File: config.mk
export PLATFORM = sky130hd
export DESIGN_NAME = z80_bus_snoop
export DESIGN_NICKNAME = d
export VERILOG_FILES = /design/src/rtl/z80_bus_snoop.sv
export SDC_FILE = /design/constraint.sdc
export NUM_CORES = 1
export LEC_CHECK = 0
export ABC_CLOCK_PERIOD_IN_PS = 2500
export CAP_MARGIN = 20
export CORE_UTILIZATION = 53
export DETAILED_ROUTE_END_ITERATION = 6
export PLACE_DENSITY = 0.79
export SLEW_MARGIN = 40
export SYNTH_ARGS = -nofsm -noshare
export SYNTH_HDL_FRONTEND = slang
export SYNTH_SLANG_ARGS = --single-unit
File: constraint.sdc
create_clock -name clk -period 2.5 [get_ports clk]
set_clock_uncertainty 0.1 [all_clocks]
set_input_delay 0.5 -clock clk [delete_from_list [all_inputs] [get_ports clk]]
set_output_delay 0.5 -clock clk [all_outputs]
set_load 0.005 [all_outputs]
File: src/rtl/z80_bus_snoop.sv
// Z80 bus snooper: samples the multiplexed address/data lanes of each bus cycle
// and mirrors writes in the video-RAM window and ULA border writes.
module z80_bus_snoop #(
  parameter int PHASE  = 4,
  parameter int WE_LEN = 5
) (
  input  logic        clk,
  input  logic        rst_neg,
  input  logic        in_mreq,
  input  logic        in_iorq,
  input  logic        in_wr,
  input  logic [7:0]  lin,
  output logic        o_en_al,
  output logic        o_en_ah,
  output logic        o_en_d,
  output logic        o_we,
  output logic [12:0] o_addr,
  output logic [7:0]  o_data,
  output logic [2:0]  o_border,
  output logic        o_busy
);

  typedef enum logic [2:0] {
    IDLE, LANE_AL, LANE_AH, LANE_D, DECIDE, WRITE, WAIT_END
  } state_t;

  state_t      state, state_nxt;
  logic [1:0]  mreq_sync, iorq_sync, wr_sync;
  logic [7:0]  lin_q, a_lo, a_hi, d_q;
  logic        mem_cycle;
  logic [3:0]  cnt;
  logic        strobe, wr_act, lane_last, we_last, addr_hit, border_hit;
  logic        take_write, take_border;

  assign strobe     = ~mreq_sync[1] | ~iorq_sync[1];
  assign wr_act     = ~wr_sync[1];
  assign lane_last  = (cnt == 4'(PHASE - 1));
  assign we_last    = (cnt == 4'(WE_LEN - 1));
  assign addr_hit   = ({a_hi, a_lo} >= 16'h4000) && ({a_hi, a_lo} <= 16'h5AFF);
  assign border_hit = ~mem_cycle & ~a_lo[0];

  // Bus strobes idle high, so the synchronizers reset to the inactive level.
  always_ff @(posedge clk or negedge rst_neg) begin
    if (!rst_neg) begin
      mreq_sync <= 2'b11;
      iorq_sync <= 2'b11;
      wr_sync   <= 2'b11;
      lin_q     <= 8'h00;
    end else begin
      mreq_sync <= {mreq_sync[0], in_mreq};
      iorq_sync <= {iorq_sync[0], in_iorq};
      wr_sync   <= {wr_sync[0], in_wr};
      lin_q     <= lin;
    end
  end

  // One counter times both the lane windows and the write pulse; it restarts on every state change.
  always_ff @(posedge clk or negedge rst_neg) begin
    if (!rst_neg) begin
      state <= IDLE;
      cnt   <= 4'd0;
    end else begin
      state <= state_nxt;
      cnt   <= (state_nxt != state) ? 4'd0 : cnt + 4'd1;
    end
  end

  always_comb begin
    state_nxt   = state;
    take_write  = 1'b0;
    take_border = 1'b0;
    case (state)
      IDLE:     if (strobe) state_nxt = LANE_AL;
      LANE_AL:  if (!strobe) state_nxt = IDLE; else if (lane_last) state_nxt = LANE_AH;
      LANE_AH:  if (!strobe) state_nxt = IDLE; else if (lane_last) state_nxt = LANE_D;
      LANE_D:   if (!strobe) state_nxt = IDLE; else if (lane_last) state_nxt = DECIDE;
      DECIDE: begin
        if (!strobe) begin
          state_nxt = IDLE;
        end else if (wr_act) begin
          if (mem_cycle && addr_hit) begin
            state_nxt  = WRITE;
            take_write = 1'b1;
          end else begin
            state_nxt   = WAIT_END;
            take_border = border_hit;
          end
        end
      end
      WRITE:    if (!strobe) state_nxt = IDLE; else if (we_last) state_nxt = WAIT_END;
      WAIT_END: if (!strobe) state_nxt = IDLE;
      default:  state_nxt = IDLE;
    endcase
  end

  // Lane captures happen on the last cycle of each window, when lin_q has settled.
  always_ff @(posedge clk or negedge rst_neg) begin
    if (!rst_neg) begin
      mem_cycle <= 1'b0;
      a_lo      <= 8'h00;
      a_hi      <= 8'h00;
      d_q       <= 8'h00;
      o_addr    <= 13'h0000;
      o_data    <= 8'h00;
      o_border  <= 3'd7;
    end else begin
      if (state == IDLE && strobe) mem_cycle <= ~mreq_sync[1];
      if (state == LANE_AL && lane_last) a_lo <= lin_q;
      if (state == LANE_AH && lane_last) a_hi <= lin_q;
      if (state == LANE_D && lane_last) d_q <= lin_q;
      if (take_write) begin
        o_addr <= {a_hi[4:0], a_lo};
        o_data <= d_q;
      end
      if (take_border) o_border <= d_q[2:0];
    end
  end

  assign o_en_al = (state != LANE_AL);
  assign o_en_ah = (state != LANE_AH);
  assign o_en_d  = (state != LANE_D);
  assign o_we    = (state == WRITE);
  assign o_busy  = (state != IDLE);

endmodule

[Yosys cells after proc, flatten, opt, wreduce, memory -nomap -nowiden]
Cells that the tools add are included.
Word-level totals
  logic and storage cells: 65
  flip-flop bits (word level): 70
  output and inout port bits: 29
  bits of input ports: 13
Cells by class
  reduce and logical (&&, ||, !) cells: 8
  magnitude comparators: 2
  bitwise gates (word level): 6
  mux-type cells: 23
  equality and inequality tests: 12
  $add $sub $neg: 1
Operator list (count)
  $mux 3: 12
  $pmux 3 s7: 1
  $ge 16x15->1 const B: 1
  $le 16x15->1 const B: 1
  $eq 3x3->1 const B: 3
  $mux 1: 8
  $eq 3x2->1 const B: 2
  $logic_and 1x1->1: 6
  $ne 3x2->1 const B: 2
  $add 4x1->4 const B: 1
  $eq 4x2->1 const B: 1
  $eq 4x3->1 const B: 1
  $mux 4: 1
  $not 1->1: 4
  $eq 3x1->1 const B: 1
  $logic_not 3->1: 1
  $ne 3x1->1 const B: 1
  $ne 3x3->1: 1
  $reduce_bool 3->1: 1
  $mux 2: 1
  $and 1x1->1: 1
  $or 1x1->1: 1

[Longest topological paths before layout]
Gate-level depths: netlist (run 1).
  word-level depth: 9
  mapped depth: 7
  depth with buffers taken out: 7

[Worst setup path before layout (run 1)]
Ideal clock, no wire load.
  path type: reg-to-reg
  from: register cnt[0]
  to: register cnt[3]
  data arrival time: 1673 ps
  buffers on the path: 0
  data required time: 2334 ps
  setup time: 66 ps
  clock period less this slack: 1839 ps
  cell stages (with the launch flop): 7
  setup slack: 661 ps
  cell sequence: dfrtp_1 > ha_1 > or3b_4 > a22oi_2 > a31oi_2 > a221oi_2 > and2_1
On the way
  cells in the longest elaborated chain, start to end: 6
  elaborated cells between the ends (all ways): 14
  classes of those cells: 1 x add/sub; 3 x eq/ne; 10 x mux
RTL lines
  start, declared: RTL line 31  | logic [3:0] cnt;
  start signal, assigned: RTL line 64  | cnt <= (state_nxt != state) ? 4'd0 : cnt + 4'd1;
  $eq 4x3->1 / $eq 4x2->1 (equally long branches): RTL line 38, 37
  $mux 3 (on tied branches) (2 in a row)
  $pmux 3 s7 *: RTL line 72  | case (state)
  named net state_nxt[0]: RTL line 27  | state_t state, state_nxt;
  $ne 3x3->1 *: RTL line 64
  $mux 4 *: RTL line 64
Mark *: on every way through the listed nets, which the timed path passes. The rest lies on a longest branch.
A chain may end at the register's enable or synchronous reset.

[Final worst setup path (run 1)]
  from: register state[1]
  to: output port o_busy
On the way
  cells in the longest elaborated chain, start to end: 1
RTL lines
  start, declared: RTL line 27
  start signal, assigned: RTL line 63  | state <= state_nxt;
  $reduce_bool 3->1: RTL line 123  | assign o_busy = (state != IDLE);
  end, declared: RTL line 20  | output logic o_busy
No other way between the ends.

==> key figures, run 1 <==
Power and ir drop
  – Switching pwr: between 0.0008 and 0.0009 W
  – Overall Power: 0.003011 W
  – Pwr dens: between 800 and 900 nW/um^2
  – Switching power as a share of total power: 29.46%
  – Clock power frac: a little over a quarter
  – Fraction of power consumed by sequential logic: around half
  – Pleak: roughly 1.6 nW
  – Largest voltage drop on the vdd net: between 600 and 700 uV
  – Comb power frac: 22.0%
  – Cell internal pwr: 0.002124 W

Final layout
  – Share of post-route cells with drive strength above 1: between 30% and 40%
  – Most used cells in the layout excluding fill and tap cells: dfrtp_1, mux2_2, clkdlybuf4s50_1, clkbuf_8, dfstp_2
  – Leading cell type in the layout, fill and taps excluded: dfrtp_1
  – Number of inserted diodes: 0
  – Nets: between 200 and 300
  – Core utilization of the finished layout: 70.74%
  – Area overhead of the layout relative to synthesis: 25.50%
  – Filler instances: about 340

Floorplanning
  – Die Footprint: 5447 sq um
  – Die outline height: roughly 74 um
  – Core region area: 4848 sq um
  – Starting density of the core: between 50% and 60%
  – Die Width: 73.81 um
  – Floorplan row count: 25
  – Count of boundary I/O pins: 42

Status
  – Run status: completed

Logic synthesis
  – Count of synthesis-stage warnings from yosys: 0
  – Most instantiated flip-flop cell in the synthesis netlist: dfrtp_1
  – Asr flop ratio synth: between 90% and 100%
  – Netlist Area Pre-Place: between 2000 and 3000 sq um
  – Syn_nets: 198
  – Number of flip-flops and latches in the synthesized netlist: 70
  – Synthesized area per cell: approximately 15 sq um
  – Sequential share of the synthesized area: around 65%
  – Number of flops mapped to enable cells by yosys: 0
  – Cell count after synthesis: about 180
  – Unique masters post-synth: 31

Route
  – Routed Wire Length: between 4000 and 5000 um
  – DRT antenna net count: 0
  – Count of unresolved DRC violations after routing: 0
  – Initial DRT Pass Iterations: 4
  – Via count: 1,638
  – Average via count per standard cell: 5.318
  – Iter 0 DRT Violations: 121
  – Post-DR wirelength/cell: approximately 16 um

Timing
  – Unrepaired setup endpoints after global routing: no
  – Part of the cycle the worst path needs: 94.57%
  – Least-Margin Pin Slew: ~440 ps
  – Worst-case headroom to the max-slew limit: ~71%
  – Number of slew-limit violations in the final report: 0
  – Final hold violation count: 0
  – Upper clock frequency limit: 0.4230 GHz
  – Sum Neg Setup Slack: 0 ps
  – Setup Viol. Count Final: 0
  – Final-layout worst hold slack: approximately 250 ps
  – Fin crit period: 2364 ps

Worst setup path
  – Critical path's top delay family: buffers and inverters
  – Maximum net fanout on the critical path: 11
  – Slowest cell on the critical path: dfrtp_1
  – Crit path launch type: register
  – Critical path class: reg -> out
  – Crit-path cells: inv_1, nand2_1, clkdlybuf4s50_1
  – Biggest cell delay along the critical path: just under 600 ps
  – Worst reg-to-reg setup slack: approximately 450 ps
  – Number of buffer and inverter instances along the worst setup path: 2
  – Crit path arrival time: 1760 ps
  – Data required, critical path: about 1900 ps
  – Critical Path Sink Type: primary output

Clock tree
  – Insertion delay of the later-clocked pin in the worst-skew pair: between 300 and 400 ps
  – Clock root buffer: clkbuf_8
  – Count of clock tree sinks: 70
  – Number of buffers added for setup after CTS: 0
  – Number of CTS-inserted buffers: 9
  – TritonCTS clock tree: done
  – Clock transition at path regs: ~70 ps
  – H-tree lvl count: 3
  – CTS Buffer Depth: 2

Job
  – Max-cap check violation count: 0

Place
  – Count of buffers from port buffering: 41
  – Post-DP HPWL: roughly 3400 um
  – Routability congestion estimate: a little under 0.9

Global route
  – Global-route total usage across every layer: 21.27%
  – Number of antenna violations at the first check in global routing: 0
  – Maximum number of pins on one net before global-route repair: 42
  – Global-route wire length before repair: just over 8000 um
  – Overflow after GRT: 0
  – Number of global-route vias before repair: ~1,700

Min path
  – Class of the tightest hold or removal check: reg -> reg
layout make-up:
| class | count | area, sq um | area share [%] |
|---|---|---|---|
| Clock buffer | 10 | 137.6 | 4.013 |
| Multi-Input combinational cell | 105 | 934.6 | 27.25 |
| Timing Repair Buffer | 46 | 457.9 | 13.35 |
| Inverter | 4 | 15.01 | 0.4378 |
| Tap cell | 67 | 83.83 | 2.444 |
| Sequential cell | 70 | 1763 | 51.40 |
| Clock inverter | 6 | 37.54 | 1.094 |
timing repair:
| item | CTS | global route |
|---|---|---|
| gates resized for setup | 0 | 0 |
| hold buffers | 1 | 0 |
| hold endpoints to repair | 6 | 0 |
sequential cells by signal, indices dropped and copies added, names as in the netlist:
name       count
d_q            8
o_border       3
iorq_sync      2
a_hi           8
mem_cycle      1
o_addr        13
mreq_sync      2
wr_sync        2
state          3
lin_q          8
a_lo           8
cnt            4
o_data         8
worst paths after layout:
path                             from      endpoint  depth (start not counted)
min reg2reg                wr_sync[0]    wr_sync[1]                          0
min in group asynchronous     rst_neg     mem_cycle                          2
max                          state[1]        o_busy                          3
min                        wr_sync[0]    wr_sync[1]                          0
max in group asynchronous     rst_neg  mreq_sync[0]                          3
max reg2reg                    cnt[0]        cnt[3]                          6
cell usage after synthesis, types with 2 or more instances:
| master | instances | area [sq um] |
|---|---|---|
| dfrtp_1 | 61 | 1526 |
| buf_2 | 4 | 20.02 |
| inv_1 | 4 | 15.01 |
| and2_1 | 5 | 31.28 |
| nor2_1 | 3 | 11.26 |
| nand2_1 | 8 | 30.03 |
| ha_1 | 2 | 25.02 |
| dfstp_2 | 9 | 236.5 |
| nand3_1 | 7 | 35.03 |
| o211ai_1 | 2 | 15.01 |
| o21ai_0 | 5 | 25.02 |
| mux2_2 | 48 | 540.5 |
| a21oi_1 | 7 | 35.03 |
cell families after synthesis:
kind of cell,after synthesis,synth area share (%)
and+or+nand+nor,32,7.509
DFF,70,64.51
xor gates and xnor gates,2,0.6411
muxes,48,19.78
buffers and inverters,8,1.282
AOI/OAI and AO/OA,21,5.357
adders and majority gates,2,0.9156
layer usage:
metal	GRT usage [%]	vias up	wire length [um]
li1	-	759	-
met3	6.310	9	189
met1	27.71	834	2235
met2	32.31	36	2354
met5	0	-	0
met4	10.90	0	93
per-stage QoR:
stage,setup slack [ps],area [sq um],cells
finish,135.8,3430,308
global route,9.655,3430,308
CTS,122.7,3430,308
detailed placement,474.1,3244,291
global placement,516.4,3244,291
floorplan,660.6,2733,183
power by group through the flow:
| stage | clock [W] | sequential, W | combinational [W] |
|---|---|---|---|
| CTS | 0.000814 | 0.00156 | 0.000673 |
| global placement | 0 | 0.00156 | 0.000637 |
| finish | 0.000792 | 0.00156 | 0.000663 |
| detailed placement | 0 | 0.00158 | 0.000668 |
| global route | 0.000865 | 0.00159 | 0.000732 |
| floorplan | 0 | 0.00149 | 0.000485 |
Note: power is estimated with default switching activity, not from simulation.
==> inputs of run 2 (changes only) <==
GPL_ROUTABILITY_DRIVEN = 0   (was default)
==> run 2 against run 1 <==
  * Global-route usage decreased by 0.13 points
  * Maximum frequency decreased by 0.67%
  * Die area did not move
  * Total power increased by 1.3%
  * Count of clock-buffer cells in the layout is 1 higher
  * Via count is the same
==> key figures, run 2 (synthesized netlist as in run 1, its figures left out) <==
Route
  – Post-DR wirelength/cell: 16.17 um
  – Average via count per standard cell: 5.370
  – Routed Wire Length: about 4900 um
  – DRT antenna net count: 0
  – Initial DRT Pass Iterations: 4
  – Count of unresolved DRC violations after routing: 0
  – Iter 0 DRT Violations: approximately 110
  – Via count: between 1,500 and 2,000

Final layout
  – Post-route insts no fill: between 300 and 400
  – Leading cell type in the layout, fill and taps excluded: dfrtp_1
  – Area overhead of the layout relative to synthesis: 24.91%
  – Most used cells in the layout excluding fill and tap cells: dfrtp_1, mux2_2, clkdlybuf4s50_1, clkbuf_8, dfstp_2
  – Nets: approximately 250
  – Number of flip-flops in the largest register: 13
  – Number of inserted diodes: 0
  – Share of post-route cells with drive strength above 1: between 30% and 40%
  – Core utilization of the finished layout: between 70% and 80%
  – Top reg by flops: o_addr
  – Final design area excluding fillers: ~3400 sq um

Global route
  – Global-route wire length before repair: around 8300 um
  – Number of global-route vias before repair: roughly 1,700
  – Overflow after GRT: 0
  – Maximum number of pins on one net before global-route repair: 71
  – Number of antenna violations at the first check in global routing: 0
  – Global-route total usage across every layer: around a fifth

Place
  – Number of instances in the placed design: between 200 and 300
  – Post-DP HPWL: ~3400 um
  – Placed standard-cell area: ~3200 sq um
  – Count of buffers from port buffering: 41
  – Setup Slack @ Placement: between 400 and 500 ps

Power and ir drop
  – Largest voltage drop on the vdd net: about 540 uV
  – Comb power frac: 22.0%
  – Cell internal pwr: ~0.0022 W
  – Switching power as a share of total power: 29.48%
  – Pwr dens: between 800 and 900 nW/um^2
  – Clock power frac: 27.0%
  – Pleak: approximately 1.6 nW
  – Switching pwr: about 0.00090 W
  – Fraction of power consumed by sequential logic: 51.0%

Clock tree
  – Number of buffers added for setup after CTS: 0
  – Count of clock tree sinks: 70
  – Clock transition at path regs: around 70 ps
  – CTS Buffer Depth: 2
  – Count of instances resized after the clock tree is built: 0
  – Number of CTS-inserted buffers: 9
  – Hold-fix buffers at CTS: 0
  – TritonCTS clock tree: done
  – Insertion delay of the later-clocked pin in the worst-skew pair: roughly 340 ps
  – Clock root buffer: clkbuf_8
  – H-tree lvl count: 3

Worst setup path
  – Maximum net fanout on the critical path: 11
  – Critical path class: reg -> out
  – Biggest cell delay along the critical path: 570 ps
  – Crit path arrival time: 1780 ps
  – Data required, critical path: 1900 ps
  – Crit-path cells: inv_1, nand2_1, clkdlybuf4s50_1
  – Crit path launch type: register
  – Number of buffer and inverter instances along the worst setup path: 2
  – Critical Path Sink Type: primary output
  – Slowest cell on the critical path: dfrtp_1
  – Critical path's top delay family: buffers and inverters

Job
  – Max-cap check violation count: 0

Timing
  – Worst-case headroom to the max-slew limit: 67.96%
  – Fin crit period: 2380 ps
  – Setup slack of the critical path after layout: roughly 120 ps
  – Upper clock frequency limit: between 0.4 and 0.5 GHz
  – Least-Margin Pin Slew: around 480 ps
  – Unrepaired setup endpoints after global routing: no
  – Final hold violation count: 0
  – Number of slew-limit violations in the final report: 0
  – Setup Viol. Count Final: 0
  – Part of the cycle the worst path needs: a little over nine tenths
  – Sum Neg Setup Slack: 0 ps

Floorplanning
  – Starting density of the core: 56.36%
  – Floorplan row count: 25
  – Die Footprint: around 5400 sq um
  – Count of boundary I/O pins: 42
  – Die outline height: around 74 um
  – Core region area: approximately 4800 sq um
  – Die Width: between 70 and 80 um

Status
  – Run status: completed

Min path
  – Class of the tightest hold or removal check: in -> async
[run 2: cell count changes in the layout (fill, tap and decap cells not counted)]
cell,before,now
inv_6,0,1
dlygate4sd3_1,1,0
clkinv_2,4,3
buf_4,3,1
clkbuf_8,10,11
clkinv_4,2,1
[run 2: final timing paths]
| path | to | from | slack (ps) | cells after the start |
|---|---|---|---|---|
| setup reg to reg | cnt[1] | cnt[1] | 390 | 6 |
| hold / removal | cnt[3] | rst_neg | 70 | 2 |
| min in group clk | iorq_sync[1] | iorq_sync[0] | 260 | 0 |
| setup / recovery | o_busy | state[1] | 120 | 3 |
| max in group asynchronous | mreq_sync[1] | rst_neg | 1910 | 2 |
| hold reg to reg | iorq_sync[1] | iorq_sync[0] | 260 | 0 |
[run 2: worst register-to-register path: stages, from the launching register on]
cell	delay, ps
dfrtp_1	380
ha_1	230
or3b_4	420
a22oi_2	210
a31oi_2	140
a221oi_2	390
and2_1	180
[run 2: power groups by stage]
stage	logic [W]	registers, W	clock network (W)
after CTS	0.000674	0.00156	0.000840
after floorplan	0.000485	0.00149	0
after global routing	0.000733	0.00159	0.000883
after global placement	0.000626	0.00156	0
after detailed placement	0.000667	0.00158	0
final	0.000671	0.00156	0.000825
[run 2: stage by stage]
step           power, W  hold WS (ps)
4_1_cts        0.003073         83.95
6_report       0.003052         67.40
3_5_place_dp   0.002245         249.0
2_1_floorplan  0.001978         104.4
3_3_place_gp   0.002186         245.8
5_1_grt        0.003209         109.7
[run 2: layer usage]
layer  routed length (um)  vias up  GRT usage [%]
met5                    0        -              0
met4                  133        0          12.39
met3                  210       12          4.938
met2                 2407       50          33.03
met1                 2180      823          26.99
li1                     -      753              -
[run 2: cell type report]
| type | instances | area, sq um |
|---|---|---|
| Clock buffer | 11 | 151.4 |
| Clock inverter | 5 | 32.53 |
| Fill cell | 326 | 1435 |
| Inverter | 4 | 15.01 |
| Multi-Input combinational cell | 105 | 934.6 |
| Sequential cell | 70 | 1763 |
| Tap cell | 67 | 83.83 |
| Timing Repair Buffer | 43 | 432.9 |
==> inputs of run 3 (changes only) <==
ABC_CLOCK_PERIOD_IN_PS = 2400   (was 2500)
CORE_UTILIZATION = 42   (was 53)
PLACE_DENSITY = default   (was 0.79)
clock period = 2.4 ns   (was 2.5 ns; I/O delays follow)
==> run 3 against run 2 <==
  * Largest power group unchanged
  * Setup slack got worse by 11 ps
  * Total power rose by 8.0%
  * First-iteration DRC count fell by 21%
  * Critical path type unchanged
  * Critical endpoint is now o_we
  * Critical path depth fell by 1
  * Highest routed layer unchanged
==> key figures, run 3 (synthesized netlist as in run 1, its figures left out) <==
Status
  – Run status: completed

Job
  – Max-cap check violation count: 0

Worst setup path
  – Crit path launch type: register
  – Critical Path Sink Type: primary output
  – Worst setup path startpoint: state[0]
  – Worst flop-to-flop path startpoint: cnt[1]
  – Maximum net fanout on the critical path: 8
  – Worst setup path end: o_we
  – Data required, critical path: around 1800 ps
  – Reg2Reg Depth: 6
  – Crit path arrival time: roughly 1700 ps
  – Worst reg-to-reg setup slack: about 340 ps
  – Worst reg2reg endpoint: cnt[2]
  – Critical path class: reg -> out

Clock tree
  – H-tree lvl count: 3
  – Clock transition at path regs: roughly 70 ps
  – TritonCTS clock tree: done
  – Clock root buffer: clkbuf_8
  – Insertion delay of the later-clocked pin in the worst-skew pair: 340 ps
  – Count of instances resized after the clock tree is built: 0
  – Number of CTS-inserted buffers: 9
  – Hold-fix buffers at CTS: 0
  – Count of clock tree sinks: 70
  – CTS Buffer Depth: 2
  – Number of buffers added for setup after CTS: 0

Timing
  – Number of slew-limit violations in the final report: 0
  – Fin crit period: 2292 ps
  – Worst-case headroom to the max-slew limit: between 70 and 80%
  – Unrepaired setup endpoints after global routing: no
  – Upper clock frequency limit: ~0.44 GHz
  – Part of the cycle the worst path needs: between 90 and 100%
  – Least-Margin Pin Slew: around 400 ps
  – Setup Viol. Count Final: 0
  – Sum Neg Setup Slack: 0 ps
  – Final hold violation count: 0
  – Final-layout worst hold slack: 54.28 ps

Route
  – Iter 0 DRT Violations: 85
  – DRT antenna net count: 0
  – Average via count per standard cell: approximately 5.2
  – Count of unresolved DRC violations after routing: 0
  – Via count: around 1,700
  – Routed Wire Length: around 5200 um
  – Post-DR wirelength/cell: approximately 16 um
  – Initial DRT Pass Iterations: 4

Final layout
  – Filler instances: ~550
  – Core utilization of the finished layout: ~55%
  – Share of post-route cells with drive strength above 1: 35.83%
  – Nets: 250
  – Top reg by flops: o_addr
  – Post-route insts no fill: approximately 320
  – Number of inserted diodes: 0
  – Area overhead of the layout relative to synthesis: 27.24%
  – Leading cell type in the layout, fill and taps excluded: dfrtp_1
  – Most used cells in the layout excluding fill and tap cells: dfrtp_1, mux2_2, clkdlybuf4s50_1, clkbuf_8, dfstp_2
  – Number of flip-flops in the largest register: 13

Power and ir drop
  – Pleak: between 1.5 and 2 nW
  – Pwr dens: approximately 950 nW/um^2
  – Largest voltage drop on the vdd net: 538.8 uV

Place
  – Number of instances in the placed design: 301
  – Count of buffers from port buffering: 41
  – Post-DP HPWL: 3511 um

Floorplanning
  – Die outline height: between 80 and 90 um
  – Count of boundary I/O pins: 42
  – Floorplan row count: 29
  – Die Width: just over 80 um
  – Starting density of the core: a little over two fifths
  – Die Footprint: between 6000 and 7000 sq um
  – Core region area: around 6300 sq um

Global route
  – Overflow after GRT: 0
  – Maximum number of pins on one net before global-route repair: between 70 and 80
  – Global-route wire length before repair: 8300 um
  – Global-route total usage across every layer: 17.22%
  – Number of antenna violations at the first check in global routing: 0
  – Number of global-route vias before repair: around 1,700

Min path
  – Class of the tightest hold or removal check: in -> async
## run 3: stage by stage
stage / worst slack (ps) / total power [W] / cell area (sq um)
after floorplan: 560.6 / 0.002061 / 2733
after global placement: 457.1 / 0.002280 / 3257
after detailed placement: 349.6 / 0.002332 / 3257
after CTS: 69.11 / 0.003332 / 3476
after global routing: 52.70 / 0.003481 / 3477
final: 108.4 / 0.003295 / 3477
## run 3: where the power goes
group          total (W)  internal [W]  switching (W)
clock           0.000986      0.000566       0.000419
sequential       0.00161       0.00143       0.000190
combinational   0.000694      0.000390       0.000304
total            0.00329       0.00238       0.000913
## run 3: critical path, stage by stage (launching register included)
cell and delay, ps:
dfrtp_1 520, and3b_1 320, clkdlybuf4s50_1 540
## run 3: how the worst min path moves through the flow
stage                      start           end
floorplan                rst_neg       a_hi[0]
global placement    mreq_sync[0]  mreq_sync[1]
detailed placement  iorq_sync[0]  iorq_sync[1]
CTS                      rst_neg     mem_cycle
global route             rst_neg        cnt[1]
finish                   rst_neg        cnt[2]
## run 3: area by class of cell
class	count	area [sq um]	share of cell area (%)
timing repair buffer	45	447.9	12.88
sequential	70	1764	50.74
clock inverter	4	53.80	1.547
multi-input combinational	105	934.6	26.88
tap	77	96.34	2.771
inverter	4	15.01	0.4318
clock buffer	12	165.2	4.750
## run 3: per-layer routing
layer  vias to the layer above  share of wire [%]  global-route usage (%)
met3                         5                4.5                   5.934
met1                       847                 45                   21.63
met5                         -                  0                       0
li1                        757                  -                       -
met4                         0                1.0                   6.724
met2                        48                 50                   27.30
